==> src/rtl/hazard_if.sv <==
// Hazard-unit bus: pipeline-stage register addresses and control bits in,
// forward selects, stall/clear controls, busy flag and event counters out.
//   master : pipeline side (drives stage info, receives hazard controls)
//   slave  : hazard unit side
interface hazard_if #(
   parameter int unsigned REG_AW = 5,
   parameter int unsigned CNT_W  = 16
);
   logic [REG_AW-1:0] id_rs;
   logic [REG_AW-1:0] id_rt;
   logic              id_alusrc;
   logic [REG_AW-1:0] mem_rd;
   logic [REG_AW-1:0] wr_rd;
   logic              mem_regwr;
   logic              wr_regwr;
   logic [REG_AW-1:0] ex_rd;
   logic              ex_load;
   logic              ex_regwr;
   logic              jump;
   logic              branch_taken;

   logic [1:0]        alusrc_a;
   logic [1:0]        alusrc_b;
   logic              pc_stall;
   logic              if_id_stall;
   logic              if_id_clr;
   logic              id_ex_clr;
   logic              ex_mem_clr;
   logic              busy;
   logic [CNT_W-1:0]  stall_cnt;
   logic [CNT_W-1:0]  flush_cnt;

   modport master (
      output id_rs, id_rt, id_alusrc, mem_rd, wr_rd, mem_regwr, wr_regwr,
             ex_rd, ex_load, ex_regwr, jump, branch_taken,
      input  alusrc_a, alusrc_b, pc_stall, if_id_stall, if_id_clr,
             id_ex_clr, ex_mem_clr, busy, stall_cnt, flush_cnt
   );

   modport slave (
      input  id_rs, id_rt, id_alusrc, mem_rd, wr_rd, mem_regwr, wr_regwr,
             ex_rd, ex_load, ex_regwr, jump, branch_taken,
      output alusrc_a, alusrc_b, pc_stall, if_id_stall, if_id_clr,
             id_ex_clr, ex_mem_clr, busy, stall_cnt, flush_cnt
   );
endinterface

==> src/rtl/hazard_unit.sv <==
// Pipeline hazard unit: operand forwarding, load-use stalls and multi-cycle
// branch/jump flushes, with saturating stall/flush event counters.
//   clk, rst_n : clock (rising edge), asynchronous active-low reset
//   bus        : hazard_if slave modport (stage info in, controls out)
// Forward selects and stall/clear controls are combinational (they must act
// in the cycle the event is seen); state and counters are registered.
module hazard_unit #(
   parameter int unsigned REG_AW = 5,
   parameter int unsigned BR_PEN = 1,
   parameter int unsigned J_PEN  = 1,
   parameter int unsigned CNT_W  = 16
) (
   input logic     clk,
   input logic     rst_n,
   hazard_if.slave bus
);
   localparam int unsigned FCNT_W = 3;
   localparam logic [0:0] RUN   = 1'b0;
   localparam logic [0:0] FLUSH = 1'b1;
   localparam logic [FCNT_W-1:0] BR_RELOAD = FCNT_W'(BR_PEN - 1);
   localparam logic [FCNT_W-1:0] J_RELOAD  = FCNT_W'(J_PEN - 1);
   localparam logic [REG_AW-1:0] ZERO_REG  = '0;
   localparam logic [CNT_W-1:0]  CNT_MAX   = '1;

   logic [0:0]        state_q, state_d;
   logic [FCNT_W-1:0] fcnt_q, fcnt_d;
   logic              br_mode_q, br_mode_d;
   logic [CNT_W-1:0]  stall_cnt_q, flush_cnt_q;

   logic load_use_c;
   logic stall_c, if_id_clr_c, id_ex_clr_c, ex_mem_clr_c;
   logic any_clr_c;

   // Mem > Wr > register file; register 0 never forwards.
   function automatic logic [1:0] fwd_sel(
      input logic [REG_AW-1:0] src,
      input logic [REG_AW-1:0] m_rd,
      input logic              m_we,
      input logic [REG_AW-1:0] w_rd,
      input logic              w_we
   );
      logic [1:0] sel;
      sel = 2'd0;
      if (m_we && (m_rd != ZERO_REG) && (m_rd == src))
         sel = 2'd1;
      else if (w_we && (w_rd != ZERO_REG) && (w_rd == src))
         sel = 2'd2;
      return sel;
   endfunction

   // Forward selects: independent of reset and FSM state.
   always_comb begin
      bus.alusrc_a = fwd_sel(bus.id_rs, bus.mem_rd, bus.mem_regwr,
                             bus.wr_rd, bus.wr_regwr);
      bus.alusrc_b = bus.id_alusrc ? 2'd3 :
                     fwd_sel(bus.id_rt, bus.mem_rd, bus.mem_regwr,
                             bus.wr_rd, bus.wr_regwr);
   end

   // Load-use: operand B only matters when it comes from the register file.
   assign load_use_c = bus.ex_load && bus.ex_regwr && (bus.ex_rd != ZERO_REG) &&
                       ((bus.ex_rd == bus.id_rs) ||
                        ((bus.ex_rd == bus.id_rt) && !bus.id_alusrc));

   // State register.
   always_ff @(posedge clk or negedge rst_n) begin
      if (!rst_n) begin
         state_q   <= RUN;
         fcnt_q    <= '0;
         br_mode_q <= 1'b0;
      end else begin
         state_q   <= state_d;
         fcnt_q    <= fcnt_d;
         br_mode_q <= br_mode_d;
      end
   end

   // Next-state and control decode.
   always_comb begin
      state_d      = state_q;
      fcnt_d       = fcnt_q;
      br_mode_d    = br_mode_q;
      stall_c      = 1'b0;
      if_id_clr_c  = 1'b0;
      id_ex_clr_c  = 1'b0;
      ex_mem_clr_c = 1'b0;
      case (state_q)
         RUN: begin
            if (bus.branch_taken) begin
               if_id_clr_c  = 1'b1;
               id_ex_clr_c  = 1'b1;
               ex_mem_clr_c = 1'b1;
               if (BR_PEN > 1) begin
                  state_d   = FLUSH;
                  fcnt_d    = BR_RELOAD;
                  br_mode_d = 1'b1;
               end
            end else if (bus.jump) begin
               if_id_clr_c = 1'b1;
               id_ex_clr_c = 1'b1;
               if (J_PEN > 1) begin
                  state_d   = FLUSH;
                  fcnt_d    = J_RELOAD;
                  br_mode_d = 1'b0;
               end
            end else if (load_use_c) begin
               stall_c     = 1'b1;
               id_ex_clr_c = 1'b1;
            end
         end
         FLUSH: begin
            if_id_clr_c = 1'b1;
            id_ex_clr_c = 1'b1;
            if (bus.branch_taken) begin
               // A new branch restarts the flush window in branch mode.
               ex_mem_clr_c = 1'b1;
               fcnt_d       = BR_RELOAD;
               br_mode_d    = 1'b1;
               if (BR_PEN == 1)
                  state_d = RUN;
            end else begin
               ex_mem_clr_c = br_mode_q;
               fcnt_d       = fcnt_q - FCNT_W'(1);
               if (fcnt_q == FCNT_W'(1))
                  state_d = RUN;
            end
         end
         default: begin
            state_d = RUN;
            fcnt_d  = '0;
         end
      endcase
   end

   assign any_clr_c = if_id_clr_c || id_ex_clr_c || ex_mem_clr_c;

   // Controls are forced low while reset is held.
   always_comb begin
      bus.pc_stall    = rst_n && stall_c;
      bus.if_id_stall = rst_n && stall_c;
      bus.if_id_clr   = rst_n && if_id_clr_c;
      bus.id_ex_clr   = rst_n && id_ex_clr_c;
      bus.ex_mem_clr  = rst_n && ex_mem_clr_c;
      bus.busy        = (state_q == FLUSH);
      bus.stall_cnt   = stall_cnt_q;
      bus.flush_cnt   = flush_cnt_q;
   end

   // Saturating event counters.
   always_ff @(posedge clk or negedge rst_n) begin
      if (!rst_n) begin
         stall_cnt_q <= '0;
         flush_cnt_q <= '0;
      end else begin
         if (stall_c && (stall_cnt_q != CNT_MAX))
            stall_cnt_q <= stall_cnt_q + CNT_W'(1);
         if (any_clr_c && (flush_cnt_q != CNT_MAX))
            flush_cnt_q <= flush_cnt_q + CNT_W'(1);
      end
   end
endmodule
==> src/flat_wrapper.sv <==
// flat-port wrapper written by rule: the top's interface ports become plain ports
module hazard_unit_flat 
#(
   parameter int unsigned REG_AW = 5,
   parameter int unsigned BR_PEN = 1,
   parameter int unsigned J_PEN  = 1,
   parameter int unsigned CNT_W  = 16
)
  (clk, rst_n, bus_id_rs, bus_id_rt, bus_id_alusrc, bus_mem_rd, bus_wr_rd, bus_mem_regwr, bus_wr_regwr, bus_ex_rd, bus_ex_load, bus_ex_regwr, bus_jump, bus_branch_taken, bus_alusrc_a, bus_alusrc_b, bus_pc_stall, bus_if_id_stall, bus_if_id_clr, bus_id_ex_clr, bus_ex_mem_clr, bus_busy, bus_stall_cnt, bus_flush_cnt);
  hazard_if #(.REG_AW(REG_AW), .CNT_W(CNT_W)) bus_i ();
  input logic clk;
  input logic rst_n;
  input wire logic [$bits(bus_i.id_rs)-1:0] bus_id_rs;
  input wire logic [$bits(bus_i.id_rt)-1:0] bus_id_rt;
  input wire logic [$bits(bus_i.id_alusrc)-1:0] bus_id_alusrc;
  input wire logic [$bits(bus_i.mem_rd)-1:0] bus_mem_rd;
  input wire logic [$bits(bus_i.wr_rd)-1:0] bus_wr_rd;
  input wire logic [$bits(bus_i.mem_regwr)-1:0] bus_mem_regwr;
  input wire logic [$bits(bus_i.wr_regwr)-1:0] bus_wr_regwr;
  input wire logic [$bits(bus_i.ex_rd)-1:0] bus_ex_rd;
  input wire logic [$bits(bus_i.ex_load)-1:0] bus_ex_load;
  input wire logic [$bits(bus_i.ex_regwr)-1:0] bus_ex_regwr;
  input wire logic [$bits(bus_i.jump)-1:0] bus_jump;
  input wire logic [$bits(bus_i.branch_taken)-1:0] bus_branch_taken;
  output wire logic [$bits(bus_i.alusrc_a)-1:0] bus_alusrc_a;
  output wire logic [$bits(bus_i.alusrc_b)-1:0] bus_alusrc_b;
  output wire logic [$bits(bus_i.pc_stall)-1:0] bus_pc_stall;
  output wire logic [$bits(bus_i.if_id_stall)-1:0] bus_if_id_stall;
  output wire logic [$bits(bus_i.if_id_clr)-1:0] bus_if_id_clr;
  output wire logic [$bits(bus_i.id_ex_clr)-1:0] bus_id_ex_clr;
  output wire logic [$bits(bus_i.ex_mem_clr)-1:0] bus_ex_mem_clr;
  output wire logic [$bits(bus_i.busy)-1:0] bus_busy;
  output wire logic [$bits(bus_i.stall_cnt)-1:0] bus_stall_cnt;
  output wire logic [$bits(bus_i.flush_cnt)-1:0] bus_flush_cnt;
  assign bus_i.id_rs = bus_id_rs;
  assign bus_i.id_rt = bus_id_rt;
  assign bus_i.id_alusrc = bus_id_alusrc;
  assign bus_i.mem_rd = bus_mem_rd;
  assign bus_i.wr_rd = bus_wr_rd;
  assign bus_i.mem_regwr = bus_mem_regwr;
  assign bus_i.wr_regwr = bus_wr_regwr;
  assign bus_i.ex_rd = bus_ex_rd;
  assign bus_i.ex_load = bus_ex_load;
  assign bus_i.ex_regwr = bus_ex_regwr;
  assign bus_i.jump = bus_jump;
  assign bus_i.branch_taken = bus_branch_taken;
  assign bus_alusrc_a = bus_i.alusrc_a;
  assign bus_alusrc_b = bus_i.alusrc_b;
  assign bus_pc_stall = bus_i.pc_stall;
  assign bus_if_id_stall = bus_i.if_id_stall;
  assign bus_if_id_clr = bus_i.if_id_clr;
  assign bus_id_ex_clr = bus_i.id_ex_clr;
  assign bus_ex_mem_clr = bus_i.ex_mem_clr;
  assign bus_busy = bus_i.busy;
  assign bus_stall_cnt = bus_i.stall_cnt;
  assign bus_flush_cnt = bus_i.flush_cnt;
  hazard_unit #(.REG_AW(REG_AW), .BR_PEN(BR_PEN), .J_PEN(J_PEN), .CNT_W(CNT_W)) u_core (.clk(clk), .rst_n(rst_n), .bus(bus_i));
endmodule
==> config.mk <==
export PLATFORM = sky130hd
export DESIGN_NAME = hazard_unit_flat
export DESIGN_NICKNAME = d
export VERILOG_FILES = /design/src/rtl/hazard_if.sv /design/src/rtl/hazard_unit.sv /design/src/flat_wrapper.sv
export SDC_FILE = /design/constraint.sdc
export NUM_CORES = 1
export LEC_CHECK = 0
export ABC_AREA = 1
export BUFFER_PORTS_ARGS = -buffer_cell sky130_fd_sc_hd__buf_2
export CAP_MARGIN = 20
export CORE_ASPECT_RATIO = 0.8
export CORE_MARGIN = 3
export CORE_UTILIZATION = 45
export DETAILED_ROUTE_END_ITERATION = 6
export PLACE_DENSITY = 0.73
export RECOVER_POWER = 25
export SLEW_MARGIN = 15
export SYNTH_ARGS = -nofsm -noshare
export SYNTH_HDL_FRONTEND = slang
export SYNTH_SLANG_ARGS = --single-unit
==> constraint.sdc <==
create_clock -name clk -period 1.4 [get_ports clk]
set_input_delay 0 -clock clk [delete_from_list [all_inputs] [get_ports clk]]
set_output_delay 0 -clock clk [all_outputs]
set_load 0.01 [all_outputs]
# Yosys cells after proc, flatten, opt, wreduce, memory -nomap -nowiden
# Index checks and enable logic that the tools add are counted.
# op_classes
mul	0
magnitude_cmp	0
n_div	0
n_addsub	3
shifts	0
mux	22
eq_ne	9
reduce_logical	23
bitwise	1
# op_table
operator	n
$add 16x1->16 const B	2
$ne 16x16->1 const B	2
$eq 5x5->1	6
$logic_and 1x1->1	16
$reduce_bool 5->1	3
$mux 1	13
$mux 2	5
$pmux 1 s2	3
$eq 3x1->1 const B	1
$logic_or 1x1->1	3
$mux 3	1
$sub 3x1->3 const B	1
$logic_not 1->1	1
$not 1->1	1
# word_totals
regBits	37
memories	0
mem_bits_rw	0
inputBits	34
rom_bits	0
latch_bits	0

# Longest topological paths before layout
# Gate-level depths: netlist (run 1).
# logic_depth
word_depth	11
ltp_mapped	12
ltp_nobuf	11

# Worst setup path before layout (run 1)
# No wires, ideal clock.
# synth_path
path_type	reg2reg
start	register u_core.flush_cnt_q[0], in the netlist u_core.bus.flush_cnt[0]
end	register u_core.flush_cnt_q[15], in the netlist u_core.bus.flush_cnt[15]
required_time_ns	1.326
arrival_time_ns	1.549
setup_time_ns	0.074
stages_incl_launch_ff	11
slack_ns	-0.223
n_path_buf	1
cell_sequence	dfrtp_1 -> ha_1 -> nand3_2 -> inv_2 -> nand4_1 -> nor2_1 -> nand4_2 -> nand2_2 -> buf_6 -> nand2_1 -> o21ai_2
# synth_via
elab_chain_cells	2
elab_cells_between_ends	3
cone_classes	1 x add/sub; 1 x eq/ne; 1 x reduce/logical
# synth_rtl
item	line_no	rtl
start, declared	hazard_unit.sv:28	logic [CNT_W-1:0] stall_cnt_q, flush_cnt_q;
start signal, assigned	hazard_unit.sv:158	flush_cnt_q <= flush_cnt_q + CNT_W'(1);
parallel branches: the longest is 2 deep, another holds $add 16x1->16	--	
# Several ways; the timed one is not identified.
# A chain may end at the register's enable or synchronous reset.

# Worst setup path in the final report (run 1)
# layout_path
start	register u_core.flush_cnt_q[0], in the netlist u_core.bus.flush_cnt[0]
end	register u_core.flush_cnt_q[13], in the netlist u_core.bus.flush_cnt[13]
# The elaborated chain is that of the path after synthesis.

==> results of run 1 <==
[cells in the mapped netlist]
cell      number  share of area (%)
a211oi_1       1               0.27
nor2_1        41                5.6
o21ai_2        4                1.3
nand2_2        6                1.4
xnor2_1       24                7.6
nand3_1       38                6.9
nand4_1       11                2.5
buf_2          1               0.18
nor2_4         2               0.81
nand3_2        1               0.36
inv_1         37                5.0
buf_6          2               0.81
inv_2         13                1.8
ha_1           4                1.8
nor4_1         3               0.68
buf_4          2               0.54
o21ai_1        3               0.54
nor3_1        12                2.2
dfrtp_1       37                 33
xor2_1        15                4.7
nand4_2        3                1.4
o22ai_1        1               0.23
o21ai_0        4               0.72
nand2_4        1               0.41
clkinv_1       2               0.27
nor3_2         2               0.72
nand3_4        1               0.63
nand3b_1       4                1.1
a21oi_1        3               0.54
nand2_1      116                 16
[state kept, by name, summed over array words and instances (netlist names)]
| name | count |
|---|---|
| u_core.bus.flush_cnt | 16 |
| u_core.br_mode_q | 1 |
| u_core.fcnt_q | 3 |
| u_core.bus.busy | 1 |
| u_core.bus.stall_cnt | 16 |
[repair_timing]
item | 4_1_cts | 5_1_grt
cloned | 0 | 3
hold endpoints to repair | 38 | 0
endpoints found under the setup margin | 32 | 35
pin swaps | 4 | 24
setup buffers | 10 | 6
hold buffers | 2 | 0
resized for setup | 17 | 59
[logic make-up after synthesis]
| logic type | after synthesis | share of synthesized area, % |
|---|---|---|
| AOI/OAI and AO/OA | 16 | 3.57 |
| adders and majority gates | 4 | 1.81 |
| and+or+nand+nor | 241 | 40.2 |
| xor gates and xnor gates | 39 | 12.3 |
| buffers and inverters | 57 | 8.59 |
| DFF | 37 | 33.5 |
[routing by layer]
metal  vias up  track usage (%)  share of wire, %
met3        18             3.75               7.9
met2       150             35.4                47
met4         0             5.48               1.7
met1      1523             33.7                44
met5         -                0                 0
li1       1562                -                 -
[report_power, final]
part | internal, mW | switching [mW]
logic | 0.598 | 0.627
registers | 1.16 | 0.112
clock network | 0.718 | 0.459
[metrics by stage]
stage / hold WS, ps / total power [mW] / cell area (sq um) / TNS [ps] / std cells
final: 189 / 3.68 / 4310 / -3550 / 626
after detailed placement: 108 / 2.32 / 3690 / -1740 / 597
after global placement: 88.4 / 2.27 / 3690 / -1110 / 597
after CTS: 150 / 3.52 / 4010 / -1750 / 617
after global routing: 217 / 3.83 / 4310 / -6440 / 626
after floorplan: -296 / 1.77 / 2840 / -1600 / 394
[path summary, 6_finish.rpt]
path / start / end / slack [ps] / depth (start not counted)
min reg2reg: u_core.br_mode_q$_DFFE_PN0P_ / u_core.br_mode_q$_DFFE_PN0P_ / 500 / 2
max reg2reg: u_core.bus.flush_cnt[0]$_DFFE_PN0P_ / u_core.bus.flush_cnt[13]$_DFFE_PN0P_ / -170 / 10
max in group asynchronous: rst_n / u_core.bus.stall_cnt[8]$_DFFE_PN0P_ / 200 / 3
min in group asynchronous: rst_n / u_core.bus.stall_cnt[11]$_DFFE_PN0P_ / 520 / 3
max: u_core.bus.flush_cnt[0]$_DFFE_PN0P_ / u_core.bus.flush_cnt[13]$_DFFE_PN0P_ / -170 / 10
min: bus_jump / u_core.bus.stall_cnt[15]$_DFFE_PN0P_ / 190 / 6
[critical path: cells and delay by family (launching register included)]
kind,cells,cell delay [ps]
and+or+nand+nor,6,660
DFF,1,400
buffers and inverters,2,250
adders and majority gates,1,150
AOI/OAI and AO/OA,1,50
[layout make-up]
class / count / area, sq um
Sequential cell: 37 / 936
Clock buffer: 5 / 68.8
Multi-Input combinational cell: 300 / 1900
Clock inverter: 3 / 68.8
Tap cell: 78 / 97.6
Timing Repair Buffer: 151 / 1020
Fill cell: 395 / 1400
Inverter: 52 / 208
[layout by cell type (no fill, tap or decap), types with 5 or more instances in the layout]
cell type,instances
nand2_1,96
buf_2,74
buf_4,62
inv_1,33
nand3_1,31
nor2_1,30
dfrtp_1,29
xnor2_1,24
nand2_2,17
xor2_1,15
inv_2,15
nand4_1,11
nand2_4,10
buf_6,8
dfrtp_2,8
nor2_2,7
nor3_2,7
nor2_4,6
o21ai_2,6
nor3_1,5
nand3_2,5
clkbuf_8,5
==> flow_summary.json, run 1 <==
{
  "slew_viol_final": 0,
  "io_pins": 76,
  "cts_tree": "built",
  "port_buffers": 75,
  "cellPowerDensity_nw_per_um2": 854,
  "grt_max_degree": 38,
  "viasPerCell": 5.20,
  "finalCritPeriodShare_pct": 112,
  "grt_pass1_vias": 2915,
  "startpoint_type": "register",
  "cp.arrival_ps": 1800,
  "htreeDepth": 2,
  "place_ws_ps": -134,
  "grt_use_total_pct": 23.0,
  "violations": "setup timing",
  "cpMaxStageDelayCell": "dfrtp_2",
  "num_vias": 3253,
  "grt_antenna_before_repair": 0,
  "slew_headroom_pct": 35.6,
  "std_cell_rows": 24,
  "syn_area_sq_um": 2770,
  "finish.utilization_pct": 75.5,
  "fin_skew_ps": 7.66,
  "total_leakage_power_nw": 2.26,
  "dp_hpwl_microns": 6230,
  "max_cap_viol_count": 0,
  "syn2layout_area_growth_pct": 55.6,
  "worst_slew_pin_slew_ps": 965,
  "numClockSinks": 37,
  "clock_latency_ps": 300,
  "start_util_pct": 48.5,
  "critPathRequiredTime_ps": 1630,
  "period_needed_ps": 1570,
  "worst-setup-path-type": "register to register",
  "hold_viol": 0,
  "fmax_mhz": 637,
  "fin_ws_ps": -170,
  "cp_max_fo": 5,
  "hp-class": "input port to register",
  "cpPeakStageDelay_ps": 400,
  "grt_remaining_overflow": 0,
  "die_w_microns": 93.7,
  "end_kind": "register",
  "gp_congestion": 0.943,
  "die_y_microns": 76.1,
  "drive_gt1_share_pct": 46.0,
  "yosys_warnings": 0,
  "setup_viol": 32,
  "num_antenna_cells": 0,
  "postSynthCellCount": 394,
  "drt_wl_total_microns": 9260,
  "synth.avg_cell_area_sq_um": 7.02,
  "status": "finished, violations left",
  "drt_iter0_markers": 348,
  "path_cells": "ha_4 -> nand3_2 -> inv_2 -> nand4_1 -> nor2_2 -> nand4_2 -> nand2_4 -> clkbuf_16 -> nand2_2 -> o21ai_2",
  "ys_seq_area_share_pct": 33.5,
  "num-nets-final": 585,
  "route.detailed.drc": 0,
  "ant_nets": 0,
  "die_area_sq_um": 7130,
  "rsz0062_at_grt": "true",
  "core_sq_um": 5710,
  "cts.reportedPaths.clkPinSlew_ps": 80,
  "syn_nets": 432,
  "cts_root_buffer": "clkbuf_8",
  "post_drt_wl_per_cell_microns": 14.8,
  "ir_drop_uv": 579,
  "drt_pass1_iterations": 5,
  "grt_pass1_wl_microns": 13500,
  "cts_inserted_buffers": 5,
  "synth-seq-cells": 37,
  "cts_buffer_depth": 2,
  "synth_cell_types": 30
}
Power figures use the tool's default switching activity.
==> run 2, diff against run 1 <==
==> constraint.sdc (replaced) <==
create_clock -name clk -period 1.3 [get_ports clk]
set_input_delay 0 -clock clk [delete_from_list [all_inputs] [get_ports clk]]
set_output_delay 0 -clock clk [all_outputs]
set_load 0.01 [all_outputs]
==> run 2 against run 1 <==
  * The flow still finishes with violations (setup timing)
  * Largest cell class unchanged
  * Global-route usage increased by 1.3 points
  * Cell count increased by 2.1%
  * Critical path type unchanged
  * Non-clock buffer count increased by 13
  * Fmax increased by 0.15%
  * Sequential cell count unchanged
==> flow_summary.json, run 2 (synthesis results as in run 1) <==
{
  "status": "finished, violations left",
  "violations": "setup timing",
  "start_util_pct": 48.5,
  "grt_max_degree": 38,
  "num_vias": 3314,
  "cts_buffer_depth": 2,
  "p_total_mw": 3.72,
  "hold_viol": 0,
  "port_buffers": 75,
  "cts_tree": "built",
  "gr-usage-met1_pct": 34.1,
  "layout.cells.non_filler": 639,
  "startpoint_type": "register",
  "slew_viol_final": 0,
  "drt_iter0_markers": 206,
  "mostFrequentLayoutCell": "nand2_1",
  "rsz0062_at_grt": "true",
  "critPathRequiredTime_ps": 1490,
  "ir_drop_uv": 470,
  "hp-class": "input port to register",
  "path_cells": "nand2_1 -> nor2_1 -> nand2_1 -> nor2_4 -> nand3_4 -> nand4_4 -> nor2_4 -> nor2_1 -> nor2_1",
  "grt_antenna_before_repair": 0,
  "fin_skew_ps": 7.91,
  "slew_headroom_pct": 36.9,
  "finish.utilization_pct": 75.9,
  "core_sq_um": 5710,
  "post_drt_wl_per_cell_microns": 14.1,
  "worst_slew_pin_slew_ps": 946,
  "cp.arrival_ps": 1760,
  "cts.reportedPaths.clkPinSlew_ps": 80,
  "syn2layout_area_growth_pct": 56.4,
  "htreeDepth": 2,
  "gp_congestion": 0.917,
  "dp_cells": 618,
  "r2r_slack_ps": -270,
  "cpMostUsedCell": "nor2_1",
  "reg2reg_from": "u_core.bus.stall_cnt[4]$_DFFE_PN0P_",
  "grt_remaining_overflow": 0,
  "ant_nets": 0,
  "end_kind": "register",
  "num-nets-final": 598,
  "setup_viol": 36,
  "worst-setup-path-type": "register to register",
  "route.detailed.drc": 0,
  "total_leakage_power_nw": 2.24,
  "grt_use_total_pct": 24.3,
  "clock_latency_ps": 310,
  "hold_slack_ps": 110,
  "cp_max_fo": 6,
  "final_cell_mix": "nand2_1, buf_4, buf_2",
  "busiest_layer": "met2",
  "die_area_sq_um": 7130,
  "cpPeakStageDelay_ps": 430,
  "grtUsageMet2_pct": 37.8,
  "place_area_sq_um": 3890,
  "place_ws_ps": -207,
  "max_cap_viol_count": 0,
  "drt_pass1_iterations": 5,
  "cts_inserted_buffers": 5,
  "drive_gt1_share_pct": 46.2,
  "fin_ws_ps": -267,
  "cellPowerDensity_nw_per_um2": 859,
  "reg2regPathDepth": 9,
  "die_w_microns": 93.7,
  "dp_hpwl_microns": 6430,
  "grt_pass1_wl_microns": 14100,
  "numClockSinks": 37,
  "nFillCells": 425,
  "cpMaxStageDelayCell": "dfrtp_1",
  "finalCritPeriodShare_pct": 121,
  "die_y_microns": 76.1,
  "std_cell_rows": 24,
  "period_needed_ps": 1570,
  "finalSetupTns_ps": -7370,
  "cp-endpoint": "u_core.bus.stall_cnt[3]$_DFFE_PN0P_",
  "drt_wl_total_microns": 9010,
  "grt_pass1_vias": 3019,
  "design_area_sq_um": 4330,
  "fmax_mhz": 638,
  "crit_path_start": "u_core.bus.stall_cnt[4]$_DFFE_PN0P_",
  "num_antenna_cells": 0,
  "cts_root_buffer": "clkbuf_8",
  "viasPerCell": 5.19,
  "r2r_end": "u_core.bus.stall_cnt[3]$_DFFE_PN0P_",
  "grtUsageMet3_pct": 5.43,
  "io_pins": 76
}
## run 2: cell types whose count changed in the layout (fill, tap and decap cells not counted), sizes merged
| cell | change |
|---|---|
| bufinv | -1 |
| inv | -1 |
| clkinvlp | +1 |
| buf | +14 |
## run 2: report_power, final
part,internal [mW],switching (mW),leakage [nW]
clock,0.624,0.462,0.0574
combinational,0.640,0.631,1.71
sequential,1.25,0.108,0.475
## run 2: worst min-delay path by stage
| stage | cells after the start | slack (ps) | end | start |
|---|---|---|---|---|
| after floorplan | 0 | -300 | u_core.br_mode_q$_DFFE_PN0P_ | rst_n |
| after global placement | 2 | 90 | u_core.bus.stall_cnt[4]$_DFFE_PN0P_ | rst_n |
| after detailed placement | 2 | 100 | u_core.bus.stall_cnt[7]$_DFFE_PN0P_ | rst_n |
| after CTS | 4 | 90 | u_core.bus.busy$_DFF_PN0_ | bus_branch_taken |
| after global routing | 4 | 180 | u_core.bus.busy$_DFF_PN0_ | bus_branch_taken |
| final | 4 | 110 | u_core.bus.busy$_DFF_PN0_ | bus_branch_taken |
## run 2: final cells by class
class,count,area [sq um],area share (%)
tap,78,97.6,2.25
clock buffer,6,82.6,1.91
sequential,37,937,21.6
inverter,52,203,4.68
timing repair buffer,164,1110,25.6
clock inverter,2,37.5,0.867
multi-input combinational,300,1860,43.0
## run 2: layer usage
layer,vias up,routed length (microns)
li1,1590,-
met1,1552,3850
met2,145,4200
met3,27,795
met4,0,163
met5,-,0
## run 2: worst max-delay path, delay by kind of cell, from the launching register on
kind | cells | cell delay [ps]
simple gates | 9 | 1010
flops | 1 | 430
## run 2: repair_timing
action / 4_1_cts / 5_1_grt
resized for setup: 20 / 32
setup endpoints to repair: 36 / 36
endpoints found under the hold margin: 38 / 0
pin swaps: 7 / 16
hold buffers: 2 / 0
buffers inserted: 3 / 7
gates cloned: 0 / 1
